===== src/rtl/pipe_ctrl_pkg.sv =====
// Shared instruction-field layout, opcode/ALU-op constants and FSM state type
// for the pipeline hazard and stall controller.
package pipe_ctrl_pkg;

    localparam int INSTR_W = 32;
    localparam int CNT_W   = 16;
    localparam int REG_W   = 5;

    localparam logic [4:0] OP_ALU  = 5'b00000;
    localparam logic [4:0] OP_LW   = 5'b01000;
    localparam logic [4:0] OP_SW   = 5'b00111;
    localparam logic [4:0] OP_BNE  = 5'b00010;
    localparam logic [4:0] OP_BLT  = 5'b00110;

    localparam logic [4:0] ALU_MUL = 5'b00110;
    localparam logic [4:0] ALU_DIV = 5'b00111;

    typedef struct packed {
        logic [4:0]       opcode;
        logic [REG_W-1:0] rd;
        logic [REG_W-1:0] rs;
        logic [REG_W-1:0] rt;
        logic [4:0]       shamt;
        logic [4:0]       alu_op;
        logic [1:0]       lo;
    } instr_t;

    typedef logic [0:0] state_t;

    localparam state_t ST_IDLE    = 1'b0;
    localparam state_t ST_MD_BUSY = 1'b1;

    // sw, bne and blt read their rd field as a source operand
    function automatic logic reads_rd(input logic [4:0] opcode);
        return (opcode == OP_SW) || (opcode == OP_BNE) || (opcode == OP_BLT);
    endfunction

endpackage


===== src/rtl/pipeline_ctrl_if.sv =====
// Signal bundle between the datapath (master) and the stall/flush
// controller (slave).
interface pipeline_ctrl_if;
    import pipe_ctrl_pkg::*;

    logic [INSTR_W-1:0] ir_fd;
    logic [INSTR_W-1:0] ir_dx;
    logic               branch_taken;
    logic               md_ready;
    logic               freeze;

    logic               pc_en;
    logic               fd_block;
    logic               dx_block;
    logic               xm_block;
    logic               mw_block;
    logic               fd_flush;
    logic               dx_flush;
    logic               xm_flush;
    logic               mw_flush;
    logic               md_start;
    logic [CNT_W-1:0]   stall_count;

    modport master (
        output ir_fd, ir_dx, branch_taken, md_ready, freeze,
        input  pc_en, fd_block, dx_block, xm_block, mw_block,
        input  fd_flush, dx_flush, xm_flush, mw_flush, md_start, stall_count
    );

    modport slave (
        input  ir_fd, ir_dx, branch_taken, md_ready, freeze,
        output pc_en, fd_block, dx_block, xm_block, mw_block,
        output fd_flush, dx_flush, xm_flush, mw_flush, md_start, stall_count
    );

endinterface


===== src/rtl/pipeline_ctrl_hazard_detect.sv =====
// Combinational classification of the FD/DX instruction pair: load-use
// dependency and multdiv detection.
module hazard_detect
    import pipe_ctrl_pkg::*;
(
    input  logic [INSTR_W-1:0] ir_fd,
    input  logic [INSTR_W-1:0] ir_dx,
    output logic               load_use,
    output logic               is_multdiv
);

    instr_t fd;
    instr_t dx;
    logic   rd_hit_rs;
    logic   rd_hit_rt;
    logic   rd_hit_rd;
    logic   unused_fields;

    assign fd = instr_t'(ir_fd);
    assign dx = instr_t'(ir_dx);

    assign is_multdiv = (dx.opcode == OP_ALU) &&
                        ((dx.alu_op == ALU_MUL) || (dx.alu_op == ALU_DIV));

    assign rd_hit_rs = (fd.rs == dx.rd);
    assign rd_hit_rt = (fd.opcode == OP_ALU) && (fd.rt == dx.rd);
    assign rd_hit_rd = reads_rd(fd.opcode) && (fd.rd == dx.rd);

    // r0 is hardwired to zero, so a load into it never creates a dependency
    assign load_use  = (dx.opcode == OP_LW) && (dx.rd != '0) &&
                       (rd_hit_rs || rd_hit_rt || rd_hit_rd);

    assign unused_fields = ^{fd.shamt, fd.alu_op, fd.lo,
                             dx.rs, dx.rt, dx.shamt, dx.lo};

endmodule


===== src/rtl/pipeline_ctrl.sv =====
// Five-stage pipeline stall/flush controller: load-use stalls, branch
// flushes, multdiv hold FSM, external freeze and a saturating stall counter.
module pipeline_ctrl
    import pipe_ctrl_pkg::*;
(
    input  logic           clock,
    input  logic           reset_n,
    pipeline_ctrl_if.slave bus
);

    logic             load_use;
    logic             is_multdiv;
    state_t           state;
    state_t           state_nxt;
    logic             md_done;
    logic             md_done_nxt;
    logic             pc_en;
    logic             fd_block;
    logic             dx_block;
    logic             xm_block;
    logic             mw_block;
    logic             fd_flush;
    logic             dx_flush;
    logic             xm_flush;
    logic             mw_flush;
    logic             md_start;
    logic [CNT_W-1:0] stall_count;

    hazard_detect u_hazard_detect (
        .ir_fd      (bus.ir_fd),
        .ir_dx      (bus.ir_dx),
        .load_use   (load_use),
        .is_multdiv (is_multdiv)
    );

    // Priority: reset > freeze > multdiv hold > branch > load-use > normal
    always_comb begin
        pc_en       = 1'b1;
        fd_block    = 1'b0;
        dx_block    = 1'b0;
        xm_block    = 1'b0;
        mw_block    = 1'b0;
        fd_flush    = 1'b0;
        dx_flush    = 1'b0;
        xm_flush    = 1'b0;
        mw_flush    = 1'b0;
        md_start    = 1'b0;
        state_nxt   = state;
        md_done_nxt = (state == ST_MD_BUSY) && (md_done || bus.md_ready);

        if (!reset_n) begin
            pc_en       = 1'b0;
            fd_flush    = 1'b1;
            dx_flush    = 1'b1;
            xm_flush    = 1'b1;
            mw_flush    = 1'b1;
            state_nxt   = ST_IDLE;
            md_done_nxt = 1'b0;
        end else if (bus.freeze) begin
            pc_en    = 1'b0;
            fd_block = 1'b1;
            dx_block = 1'b1;
            xm_block = 1'b1;
            mw_block = 1'b1;
        end else if (state == ST_MD_BUSY) begin
            // Release cycle: everything flows so XM captures the multdiv result
            if (bus.md_ready || md_done) begin
                state_nxt   = ST_IDLE;
                md_done_nxt = 1'b0;
            end else begin
                pc_en    = 1'b0;
                fd_block = 1'b1;
                dx_block = 1'b1;
                xm_flush = 1'b1;
            end
        end else if (is_multdiv && !bus.branch_taken) begin
            md_start  = 1'b1;
            pc_en     = 1'b0;
            fd_block  = 1'b1;
            dx_block  = 1'b1;
            xm_flush  = 1'b1;
            state_nxt = ST_MD_BUSY;
        end else if (bus.branch_taken) begin
            fd_flush = 1'b1;
            dx_flush = 1'b1;
        end else if (load_use) begin
            pc_en    = 1'b0;
            fd_block = 1'b1;
            dx_flush = 1'b1;
        end
    end

    always_ff @(posedge clock or negedge reset_n) begin
        if (!reset_n) begin
            state   <= ST_IDLE;
            md_done <= 1'b0;
        end else begin
            state   <= state_nxt;
            md_done <= md_done_nxt;
        end
    end

    always_ff @(posedge clock or negedge reset_n) begin
        if (!reset_n) begin
            stall_count <= '0;
        end else if (!pc_en && !bus.freeze && (stall_count != '1)) begin
            stall_count <= stall_count + 1'b1;
        end
    end

    assign bus.pc_en       = pc_en;
    assign bus.fd_block    = fd_block;
    assign bus.dx_block    = dx_block;
    assign bus.xm_block    = xm_block;
    assign bus.mw_block    = mw_block;
    assign bus.fd_flush    = fd_flush;
    assign bus.dx_flush    = dx_flush;
    assign bus.xm_flush    = xm_flush;
    assign bus.mw_flush    = mw_flush;
    assign bus.md_start    = md_start;
    assign bus.stall_count = stall_count;

endmodule


===== src/flat_wrapper.sv =====
// flat-port wrapper written by rule: the top's interface ports become plain ports
module pipeline_ctrl_flat import pipe_ctrl_pkg::*;
  (clock, reset_n, bus_ir_fd, bus_ir_dx, bus_branch_taken, bus_md_ready, bus_freeze, bus_pc_en, bus_fd_block, bus_dx_block, bus_xm_block, bus_mw_block, bus_fd_flush, bus_dx_flush, bus_xm_flush, bus_mw_flush, bus_md_start, bus_stall_count);
  pipeline_ctrl_if bus_i ();
  input  logic clock;
  input  logic reset_n;
  input wire logic [$bits(bus_i.ir_fd)-1:0] bus_ir_fd;
  input wire logic [$bits(bus_i.ir_dx)-1:0] bus_ir_dx;
  input wire logic [$bits(bus_i.branch_taken)-1:0] bus_branch_taken;
  input wire logic [$bits(bus_i.md_ready)-1:0] bus_md_ready;
  input wire logic [$bits(bus_i.freeze)-1:0] bus_freeze;
  output wire logic [$bits(bus_i.pc_en)-1:0] bus_pc_en;
  output wire logic [$bits(bus_i.fd_block)-1:0] bus_fd_block;
  output wire logic [$bits(bus_i.dx_block)-1:0] bus_dx_block;
  output wire logic [$bits(bus_i.xm_block)-1:0] bus_xm_block;
  output wire logic [$bits(bus_i.mw_block)-1:0] bus_mw_block;
  output wire logic [$bits(bus_i.fd_flush)-1:0] bus_fd_flush;
  output wire logic [$bits(bus_i.dx_flush)-1:0] bus_dx_flush;
  output wire logic [$bits(bus_i.xm_flush)-1:0] bus_xm_flush;
  output wire logic [$bits(bus_i.mw_flush)-1:0] bus_mw_flush;
  output wire logic [$bits(bus_i.md_start)-1:0] bus_md_start;
  output wire logic [$bits(bus_i.stall_count)-1:0] bus_stall_count;
  assign bus_i.ir_fd = bus_ir_fd;
  assign bus_i.ir_dx = bus_ir_dx;
  assign bus_i.branch_taken = bus_branch_taken;
  assign bus_i.md_ready = bus_md_ready;
  assign bus_i.freeze = bus_freeze;
  assign bus_pc_en = bus_i.pc_en;
  assign bus_fd_block = bus_i.fd_block;
  assign bus_dx_block = bus_i.dx_block;
  assign bus_xm_block = bus_i.xm_block;
  assign bus_mw_block = bus_i.mw_block;
  assign bus_fd_flush = bus_i.fd_flush;
  assign bus_dx_flush = bus_i.dx_flush;
  assign bus_xm_flush = bus_i.xm_flush;
  assign bus_mw_flush = bus_i.mw_flush;
  assign bus_md_start = bus_i.md_start;
  assign bus_stall_count = bus_i.stall_count;
  pipeline_ctrl u_core (.clock(clock), .reset_n(reset_n), .bus(bus_i));
endmodule

===== config.mk =====
export PLATFORM = sky130hd
export DESIGN_NAME = pipeline_ctrl_flat
export DESIGN_NICKNAME = d
export VERILOG_FILES = /design/src/rtl/pipe_ctrl_pkg.sv /design/src/rtl/pipeline_ctrl_if.sv /design/src/rtl/pipeline_ctrl_hazard_detect.sv /design/src/rtl/pipeline_ctrl.sv /design/src/flat_wrapper.sv
export SDC_FILE = /design/constraint.sdc
export NUM_CORES = 1
export LEC_CHECK = 0
export ABC_CLOCK_PERIOD_IN_PS = 4900
export CORE_MARGIN = 1.5
export CORE_UTILIZATION = 36
export DETAILED_ROUTE_END_ITERATION = 8
export PLACE_DENSITY = 0.86
export SYNTH_ARGS = -nofsm -noshare
export SYNTH_HDL_FRONTEND = slang
export SYNTH_SLANG_ARGS = --single-unit

===== constraint.sdc =====
create_clock -name clock -period 4.9 [get_ports clock]
set_clock_uncertainty 0.05 [all_clocks]
set_input_delay 0.98 -clock clock [delete_from_list [all_inputs] [get_ports clock]]
set_output_delay 0.98 -clock clock [all_outputs]
set_load 0.03 [all_outputs]

---- Yosys cells after proc, flatten, opt, wreduce, memory -nomap -nowiden ----
Cells that the tools add are included.
word-level totals
  word-level logic and storage cells ...... 78
  output and inout bits ................... 26
  bits in registers ....................... 18
  input port bits ......................... 69
operators by class
  muxes and demuxes ....................... 42
  add/subtract/negate cells ............... 1
  reduce and logical (&&, ||, !) cells .... 21
  equality and inequality tests ........... 11
operator list
  kind                                                                    number
  1-bit 2-to-1 mux                                                        42
  5-bit by 3-bit equality test with 1-bit output (second input constant)  4
  16-bit by 1-bit adder with 16-bit output (second input constant)        1
  16-bit inequality test (second input constant)                          1
  5-bit equality test                                                     3
  5-bit zero test                                                         2
  1-bit logical AND                                                       9
  1-bit logical OR                                                        6
  5-bit by 2-bit equality test with 1-bit output (second input constant)  1
  5-bit by 4-bit equality test with 1-bit output (second input constant)  1
  5-bit nonzero test                                                      1
  1-bit zero test                                                         3
  2-bit inequality test (second input constant)                           1

---- Depth between registers and ports, before layout ----
Gate-level depths: netlist of the first run.
  depth in word-level cells ............... 15
  depth in mapped cells ................... 8
  depth with buffers taken out ............ 7

---- By module ----
Synthesis of the first run repeated with hierarchy kept, for this count alone.
unflattened totals
  cells, all modules ...................... 132
  area total of the unflattened synthesis .. 1,285.0 sq um
by module, submodules not included
  module         area each (sq um)  cells an instance  times used  sequential area each (sq um)
  pipeline_ctrl  1,046.0            100                1           450.4
  hazard_detect  239.0              32                 1           0.0

---- Worst setup path after synthesis of the first run ----
OpenSTA, ideal clock, no wires.
  path type ............................... input-to-output
  start ................................... input bus_ir_dx[23]
  end ..................................... output bus_dx_flush
  required time ........................... 3,870 ps
  arrival time ............................ 2,821 ps
  cell stages on the path ................. 7
  slack ................................... 1,049 ps
  buffers on the path ..................... 0
  path through ............................ xnor2_1 o2111ai_1 nor4_1 nand2_1 a21oi_1 nor2_1 o41ai_1
on the way
  word-level cells in the longest chain between the ends .. 11
  elaborated cells on any way between the ends .. 16
  classes of those cells .................. eq/ne: 3; mux: 6; reduce/logical: 7
ends and longest elaborated chain
  item                           line                               RTL
  from (decl)                    flat_wrapper.sv:8                  input wire logic [$bits(bus_i.ir_dx)-1:0] bus_ir_dx;
  5-bit equality test            pipeline_ctrl_hazard_detect.sv:26  assign rd_hit_rt = (fd.opcode == OP_ALU) && (fd.rt == dx.rd);
  1-bit logical AND              pipeline_ctrl_hazard_detect.sv:26
  1-bit logical OR (2 in a row)  pipeline_ctrl_hazard_detect.sv:31  (rd_hit_rs || rd_hit_rt || rd_hit_rd);
  1-bit logical AND (*)          pipeline_ctrl_hazard_detect.sv:30  assign load_use = (dx.opcode == OP_LW) && (dx.rd != '0) &&
  1-bit 2-to-1 mux (*)           pipeline_ctrl.sv:86                end else if (load_use) begin
  1-bit 2-to-1 mux (*)           pipeline_ctrl.sv:83                end else if (bus.branch_taken) begin
  1-bit 2-to-1 mux (*)           pipeline_ctrl.sv:76                end else if (is_multdiv && !bus.branch_taken) begin
  1-bit 2-to-1 mux (*)           pipeline_ctrl.sv:65                end else if (state == ST_MD_BUSY) begin
  1-bit 2-to-1 mux (*)           pipeline_ctrl.sv:59                end else if (bus.freeze) begin
  1-bit 2-to-1 mux (*)           pipeline_ctrl.sv:51                if (!reset_n) begin
  to (decl)                      flat_wrapper.sv:18                 output wire logic [$bits(bus_i.dx_flush)-1:0] bus_dx_flush;
Every way passes the cells marked *; elsewhere a longest branch is shown, timed or not.

---- Worst setup path after layout of the first run ----
Same ends and word-level chain as after synthesis.

==> impl_metrics.tcl, run 1 <==
set metrics [dict create \
    status "completed" \
    die_w_um 61.4 \
    place_hpwl_um 2420 \
    pre_cts_slack_ns 0.317 \
    hold_buffers 0 \
    rsz0062_at_grt "false" \
    h-tree-depth 1 \
    std_cell_rows 21 \
    grt_max_degree 18 \
    p_leak_nw 0.754 \
    synth_cells 128 \
    gr-total-overflow 0 \
    clkTransAtPathRegs_ns 0.09 \
    post-place-cells 237 \
    worst_slew_pin_slew_ns 0.648 \
    synth_largest_area_cell "dfrtp_1" \
    cts_buffers 3 \
    initial_core_util 0.370 \
    drv_slew 0 \
    clk_latency_ns 0.28 \
    ios 95 \
    critPathMaxStageDelay_ns 0.74 \
    cp_num_buf_inv 2 \
    cp_cell_sequence "clkdlybuf4s50_1 -> xnor2_1 -> o2111ai_1 -> nor4_1 -> nand2_1 -> a21oi_1 -> nor2_1 -> o41ai_1 -> clkdlybuf4s50_1" \
    numClockSinks 18 \
    required_ns 3.87 \
    post-cts-setup-buffers 0 \
    die_area_um2 3770 \
    grt_pass1_vias 1092 \
    period_share 0.938 \
    ys_ff_latch 18 \
    portBuffers 64 \
    synth_area_um2 1230 \
    synth.area.top_cells "dfrtp_1 (37%), xnor2_1 (14%), xor2_1 (6.4%)" \
    wire_per_inst_um 12.6 \
    fp.dieH_um 61.4 \
    setup_slack_ns 0.306 \
    stdcell_count 240 \
    crit_fanout 4 \
    cts_resized 0 \
    grt_pass1_wl_um 4800 \
    ant_nets 0 \
    drc 0 \
    grt_usage 0.170 \
    final_util 0.585 \
    yosys_warnings 0 \
    final-setup-viol-count 0 \
    antenna_cells 0 \
    synth_cell_types 38 \
    criticalPathCategory "in -> out" \
    min_path_type "reg -> reg" \
    min_period_ns 4.59 \
    cp_common_cell "clkdlybuf4s50_1" \
    nets 266 \
    first_pass_iters 4 \
    ir_drop_mv 0.132 \
    cp.arrival_ns 3.56 \
    drt_wl_total_um 3010 \
    drtIter0Drc 24 \
    cts_buffer_depth 2 \
    cp_top_family "buffers and inverters" \
    antenna_found_initial 0 \
    vias_per_cell 5.05 \
    yosysTopAreaCellShare 0.367 \
    via_count 1213 \
    clockRootBuffer "clkbuf_4" \
    yosysSeqAreaShare 0.367 \
    setup-tns-final_ns 0 \
    finalHoldViolations 0 \
    slowest_stage "clkdlybuf4s50_1" \
    max_cap_violations 0 \
    critPathCaptureType "output pin" \
    place.gp.congestion 0.826 \
    tritoncts "done" \
    maxSlewHeadroom 0.568 \
    fmax_mhz 218 \
    start_kind "input pin" \
    syn_area_per_cell_um2 9.58 \
    syn-num-nets 198 \
    holdWs_ns 0.457 \
    core_um2 3310 \
    powerDensity_nw_per_um2 256 \
    layout-drive-gt1-share 0.0670 \
    area_growth_pct 57.9 \
]
==> flip-flops by register name, indices dropped and copies added (netlist names) <==
register                count
u_core.md_done              1
u_core.bus.stall_count     16
u_core.state                1
==> area by class of cell <==
cell class                      instances  area, um^2
Fill cell                             309        1380
Multi-Input combinational cell        104         742
Timing Repair Buffer                   65         648
Sequential cell                        18         450
Tap cell                               46        57.6
Clock buffer                            3        22.5
Inverter                                4        15.0
==> logic make-up (layout without fill, tap and decap cells) <==
kind of cell / after synthesis / in the layout / share of synthesized area
xor gates and xnor gates: 28 / 28 / 0.200
muxes: 1 / 1 / 0.00918
AOI/OAI and AO/OA: 18 / 18 / 0.109
buffers and inverters: 6 / 72 / 0.0275
adders and majority gates: 1 / 1 / 0.0102
DFF: 18 / 18 / 0.367
and+or+nand+nor: 56 / 56 / 0.277
==> metal layers <==
layer | global-route usage | vias to the layer above | wire length [um]
met2 | 0.293 | 40 | 1470
met3 | 0.0483 | 4 | 247
met1 | 0.208 | 567 | 1260
met4 | 0.0486 | 0 | 31
li1 | - | 602 | -
met5 | 0 | - | 0
==> worst register-to-register path, delay by kind of cell (launching register included) <==
family,cells,cell delay [ns]
flops,1,0.45
xor+xnor,1,0.17
simple gates,6,1.37
==> final timing paths <==
| check | startpoint | to | slack (ns) | cells past startpoint |
|---|---|---|---|---|
| max | bus_ir_dx[23] | bus_dx_flush | 0.31 | 9 |
| min | u_core.bus.stall_count[11]$_DFFE_PN0P_ | u_core.bus.stall_count[11]$_DFFE_PN0P_ | 0.46 | 1 |
| max reg2reg | u_core.bus.stall_count[3]$_DFFE_PN0P_ | u_core.bus.stall_count[11]$_DFFE_PN0P_ | 2.76 | 7 |
| min reg2reg | u_core.bus.stall_count[11]$_DFFE_PN0P_ | u_core.bus.stall_count[11]$_DFFE_PN0P_ | 0.46 | 1 |
| max in group asynchronous | reset_n | u_core.bus.stall_count[9]$_DFFE_PN0P_ | 3.36 | 2 |
| min in group asynchronous | reset_n | u_core.state$_DFFE_PN0N_ | 0.91 | 1 |
==> where the power goes <==
| group | internal, mW | switching (mW) |
|---|---|---|
| registers | 0.173 | 0.0324 |
| clock network | 0.0285 | 0.0416 |
| logic | 0.109 | 0.111 |
==> synth_stat cells, drive strengths merged <==
cell type,number
nor4,4
nor2b,1
buf,2
a41oi,1
dfrtp,18
nor3b,1
mux2,1
ha,1
nand3,7
a21oi,4
xor2,9
o2111ai,1
o41ai,1
a211oi,1
and4b,1
or4,1
o211ai,1
and3,7
nand3b,1
xnor2,19
nor3,4
o21ai,2
inv,4
nor2,8
and2,2
nand2,10
nand4,6
o211a,1
nor4bb,1
and4,2
a31oi,6
==> metrics by stage <==
stage                     instance area, um^2  total power [mW]
after global placement                   1910             0.428
after global routing                     1940             0.532
after CTS                                1940             0.502
after detailed placement                 1910             0.429
final                                    1940             0.496
after floorplan                          1230             0.320
==> cell usage in the layout (no fill, tap or decap), types with 2 or more instances in the layout <==
cell type        Yosys  layout
clkdlybuf4s50_1      0      64
xnor2_1             19      19
dfrtp_1             18      18
nand2_1             10      10
xor2_1               9       9
nor2_1               8       8
nand4_1              6       6
and3_1               6       6
nand3_1              6       6
a31oi_1              5       5
inv_1                4       4
nor3_1               4       4
a21oi_1              4       4
clkbuf_4             0       3
nor4_1               2       2
and2_1               2       2
and4_1               2       2
Power figures use the tool's default switching activity.
==> inputs of run 2 (changes only) <==
Settings changed: CORE_MARGIN 1.5 to default, RECOVER_POWER from default to 25.
==> run 2 against run 1 <==
Effect of this change:
- wire length up 2.4%
- clock power up 29%
- critical path depth unchanged
- largest cell class unchanged
- clock-buffer cell count up 1
- critical path type unchanged
- global-route usage up 1.5 points
==> impl_metrics.tcl, run 2 (synthesis gave the netlist of run 1 again) <==
set metrics [dict create \
    ios 95 \
    wire_per_inst_um 12.9 \
    layout_common_cells "clkdlybuf4s50_1 (63), xnor2_1 (19), dfrtp_1 (18)" \
    post-cts-setup-buffers 0 \
    final_common_cell "clkdlybuf4s50_1" \
    route.met2.wl_um 1580 \
    area_growth_pct 58.5 \
    clockRootBuffer "clkbuf_4" \
    die_w_um 60.4 \
    die_area_um2 3640 \
    ant_nets 0 \
    slowest_stage "clkdlybuf4s50_1" \
    final-setup-viol-count 0 \
    numClockSinks 18 \
    place.gp.congestion 0.833 \
    finalHoldViolations 0 \
    status "completed" \
    clkTransAtPathRegs_ns 0.10 \
    cts_buffers 3 \
    grt_pass1_wl_um 5090 \
    via_count 1237 \
    p_leak_nw 0.758 \
    holdWs_ns 0.450 \
    clk_latency_ns 0.29 \
    max_cap_violations 0 \
    tritoncts "done" \
    stdcell_count 239 \
    cp_top_family "buffers and inverters" \
    powerDensity_nw_per_um2 266 \
    startpoint "bus_ir_dx[23]" \
    final_cell_area_um2 1940 \
    drv_slew 0 \
    crit_fanout 4 \
    reg_top3 "u_core.bus.stall_count x16, u_core.md_done x1, u_core.state x1" \
    cp_cell_sequence "clkdlybuf4s50_1 -> xnor2_1 -> o2111ai_1 -> nor4_1 -> nand2_1 -> a21oi_1 -> nor2_1 -> o41ai_1 -> clkdlybuf4s50_1" \
    cp-endpoint "bus_dx_flush" \
    h-tree-depth 1 \
    regMostFlops "u_core.bus.stall_count" \
    critPathMaxStageDelay_ns 0.73 \
    grt_max_degree 18 \
    cts_buffer_depth 2 \
    setup-tns-final_ns 0 \
    drc 0 \
    portBuffers 64 \
    antenna_cells 0 \
    top_layer "met4" \
    n_fill_cell 294 \
    rsz0062_at_grt "false" \
    ff2ff_setup_slack_ns 2.75 \
    grt_usage 0.185 \
    r2r-start "u_core.bus.stall_count[3]$_DFFE_PN0P_" \
    cp_num_buf_inv 2 \
    post_dp_cell_area_um2 1910 \
    crit_cells 9 \
    critPathCaptureType "output pin" \
    place_hpwl_um 2510 \
    layout-drive-gt1-share 0.0667 \
    core_um2 3150 \
    drtIter0Drc 22 \
    gr-total-overflow 0 \
    post-place-cells 235 \
    ir_drop_mv 0.118 \
    cp.arrival_ns 3.59 \
    start_kind "input pin" \
    vias_per_cell 5.18 \
    antenna_found_initial 0 \
    min_path_type "reg -> reg" \
    finalPower_mw 0.516 \
    cts_resized 0 \
    ff2ff_path_depth 7 \
    nets 266 \
    initial_core_util 0.389 \
    period_share 0.942 \
    fmax_mhz 217 \
    r2r_end "u_core.bus.stall_count[15]$_DFFE_PN0P_" \
    hp-start "u_core.bus.stall_count[11]$_DFFE_PN0P_" \
    wl_met3_um 148 \
    drt_wl_total_um 3090 \
    largest_register_ffs 16 \
    criticalPathCategory "in -> out" \
    worst_slew_pin_slew_ns 0.829 \
    std_cell_rows 20 \
    required_ns 3.87 \
    hold_buffers 0 \
    cp_common_cell "clkdlybuf4s50_1" \
    fp.dieH_um 60.4 \
    first_pass_iters 4 \
    met1_length_um 1320 \
    min_period_ns 4.62 \
    maxSlewHeadroom 0.447 \
    grt_pass1_vias 1184 \
]
## run 2: cell types whose count changed in the layout (fill, tap and decap cells not counted), sizes merged
cell and change:
buf -1, clkbuf +2, dlygate4sd3 +1, clkdlybuf4s50 -1
## run 2: report_power, final
part | total [mW] | internal [mW] | switching (mW)
combinational | 0.221 | 0.109 | 0.112
clock | 0.0903 | 0.0452 | 0.0451
sequential | 0.205 | 0.173 | 0.0326
## run 2: area by class of cell
cell class | instances | area [um^2] | share of cell area
sequential | 18 | 450 | 0.232
tap | 44 | 55.1 | 0.0283
timing repair buffer | 65 | 644 | 0.332
multi-input combinational | 104 | 742 | 0.382
clock buffer | 4 | 36.3 | 0.0187
inverter | 4 | 15.0 | 0.00773
## run 2: per-layer routing
| metal | vias to the layer above | track usage |
|---|---|---|
| li1 | 606 | - |
| met1 | 589 | 0.223 |
| met2 | 38 | 0.336 |
| met3 | 4 | 0.0341 |
| met4 | 0 | 0.0498 |
| met5 | - | 0 |
## run 2: worst min path at each step
stage / end / slack, ns / cells after the start
finish: u_core.bus.stall_count[11]$_DFFE_PN0P_ / 0.45 / 1
floorplan: u_core.md_done$_DFF_PN0_ / 0.43 / 1
CTS: u_core.bus.stall_count[6]$_DFFE_PN0P_ / 0.45 / 1
detailed placement: u_core.bus.stall_count[6]$_DFFE_PN0P_ / 0.43 / 1
global placement: u_core.bus.stall_count[11]$_DFFE_PN0P_ / 0.43 / 1
global route: u_core.bus.stall_count[6]$_DFFE_PN0P_ / 0.47 / 1
## run 2: per-stage QoR
step,util,setup slack [ns]
2_1_floorplan,-,1.05
3_3_place_gp,0.606,0.288
6_report,0.616,0.282
5_1_grt,0.616,0.0254
4_1_cts,0.617,0.255
3_5_place_dp,0.606,0.281
==> inputs of run 3 (changes only) <==
Settings changed: ABC_CLOCK_PERIOD_IN_PS 4900 to 4850, CORE_UTILIZATION 36 to 33, PLACE_DENSITY 0.86 to 0.8.
Clock period 4.9 ns to 4.85 ns, I/O delays scaled along.
==> run 3 against run 2 <==
Effect of this change:
- setup slack improved by 0.018 ns
- via count decreased by 4.3%
- power increased by 6.7%
- sequential share of layout area shrank 0.25 points
- critical path type unchanged
- non-clock buffer count stayed put
- register-to-register slack lost 0.06 ns
- hold slack got worse by 0.0047 ns
- final area increased by 1.1%
- sequential power up 2%
- cell count is 0.84% higher
==> impl_metrics.tcl, run 3 (synthesis gave the netlist of run 1 again) <==
set metrics [dict create \
    numClockSinks 18 \
    critPathMaxStageDelay_ns 0.74 \
    grt_pass1_vias 1162 \
    ios 95 \
    ir_drop_mv 0.256 \
    vias_per_cell 4.91 \
    cp_cell_sequence "clkdlybuf4s50_1 -> xnor2_1 -> o2111ai_1 -> nor4_1 -> nand2_1 -> a21oi_1 -> nor2_1 -> o41ai_1 -> clkdlybuf4s50_1" \
    drt_wl_total_um 3230 \
    nets 266 \
    post-cts-setup-buffers 0 \
    final-setup-viol-count 0 \
    h-tree-depth 1 \
    holdWs_ns 0.445 \
    wire_per_inst_um 13.4 \
    std_cell_rows 21 \
    cp_top_family "buffers and inverters" \
    cp_common_cell "clkdlybuf4s50_1" \
    cp_num_buf_inv 2 \
    final_cell_area_um2 1960 \
    slowest_stage "clkdlybuf4s50_1" \
    start_kind "input pin" \
    critPathCaptureType "output pin" \
    grt_max_degree 18 \
    clkTransAtPathRegs_ns 0.06 \
    layout_common_cells "clkdlybuf4s50_1 (63), xnor2_1 (19), dfrtp_1 (18)" \
    powerDensity_nw_per_um2 281 \
    antenna_found_initial 0 \
    hold_buffers 0 \
    cts_resized 0 \
    cp.arrival_ns 3.53 \
    finalHoldViolations 0 \
    drtIter0Drc 34 \
    cts_buffer_depth 2 \
    grt_pass1_wl_um 5510 \
    fmax_mhz 220 \
    place_hpwl_um 2660 \
    max_cap_violations 0 \
    area_growth_pct 60.2 \
    min_path_type "reg -> reg" \
    period_share 0.938 \
    regMostFlops "u_core.bus.stall_count" \
    worst_slew_pin_slew_ns 0.652 \
    drv_slew 0 \
    criticalPathCategory "in -> out" \
    internal_power_mw 0.357 \
    status "completed" \
    first_pass_iters 4 \
    post_dp_cell_area_um2 1910 \
    portBuffers 64 \
    core_um2 3440 \
    p_leak_nw 0.765 \
    min_period_ns 4.55 \
    pwr-share-clk 0.216 \
    clk_latency_ns 0.25 \
    antenna_cells 0 \
    grt_usage 0.173 \
    gr-total-overflow 0 \
    pwr-share-seq 0.379 \
    ant_nets 0 \
    switching_share 0.353 \
    pwr-share-comb 0.405 \
    reg_top3 "u_core.bus.stall_count x16, u_core.md_done x1, u_core.state x1" \
    rsz0062_at_grt "false" \
    crit_fanout 4 \
    tritoncts "done" \
    place.gp.congestion 0.760 \
    required_ns 3.83 \
    cts_buffers 3 \
    layout-drive-gt1-share 0.0667 \
    die_w_um 63.0 \
    via_count 1184 \
    maxSlewHeadroom 0.565 \
    power_switching_mw 0.194 \
    largest_register_ffs 16 \
    initial_core_util 0.356 \
    setup-tns-final_ns 0 \
    die_area_um2 3960 \
    clockRootBuffer "clkbuf_8" \
    final_common_cell "clkdlybuf4s50_1" \
    drc 0 \
    fp.dieH_um 63.0 \
]
==> run 3: cell counts in the layout (fill, tap and decap cells not counted) <==
No cell type changed its count.
==> run 3: worst reg2reg max path: cells and delay by family (launching register included) <==
family	cells	cell delay, ns
multiplexers	1	0.34
flip-flops	1	0.44
AND/OR/NAND/NOR	5	1.21
==> run 3: metal layers <==
| layer | GRT usage | wire (um) | up-vias |
|---|---|---|---|
| met5 | 0 | 0 | - |
| met4 | 0.0814 | 77 | 0 |
| met3 | 0.0164 | 126 | 9 |
| met2 | 0.286 | 1590 | 38 |
| met1 | 0.224 | 1440 | 532 |
| li1 | - | - | 605 |
==> run 3: per-stage QoR <==
stage                     power [mW]   util  cells  setup slack (ns)
after detailed placement       0.438  0.556    237             0.281
after CTS                      0.559  0.572    241             0.273
after global routing           0.583  0.571    241            0.0664
after floorplan                0.324      -    128              1.02
after global placement         0.433  0.556    237             0.302
final                          0.551  0.571    241             0.300
==> run 3: power groups by stage <==
stage	Clock, mW	Combinational (mW)	Sequential [mW]
2_1_floorplan	0	0.0719	0.252
5_1_grt	0.128	0.241	0.215
4_1_cts	0.123	0.226	0.209
6_report	0.119	0.223	0.209
3_3_place_gp	0	0.223	0.210
3_5_place_dp	0	0.226	0.212
==> run 3: layout make-up <==
class	instances	area, um^2
Clock buffer	4	55.1
Timing Repair Buffer	65	644
Fill cell	310	1480
Tap cell	46	57.6
Multi-Input combinational cell	104	742
Inverter	4	15.0
Sequential cell	18	450
==> run 3: final timing paths <==
kind,slack (ns),cells past startpoint,end,startpoint
min reg2reg,0.45,1,u_core.bus.stall_count[11]$_DFFE_PN0P_,u_core.bus.stall_count[11]$_DFFE_PN0P_
min,0.45,1,u_core.bus.stall_count[11]$_DFFE_PN0P_,u_core.bus.stall_count[11]$_DFFE_PN0P_
max,0.30,9,bus_dx_flush,bus_ir_dx[23]
max in group asynchronous,2.76,2,u_core.bus.stall_count[8]$_DFFE_PN0P_,reset_n
min in group asynchronous,1.09,1,u_core.bus.stall_count[9]$_DFFE_PN0P_,reset_n
max reg2reg,2.69,6,u_core.bus.stall_count[1]$_DFFE_PN0P_,u_core.bus.stall_count[3]$_DFFE_PN0P_
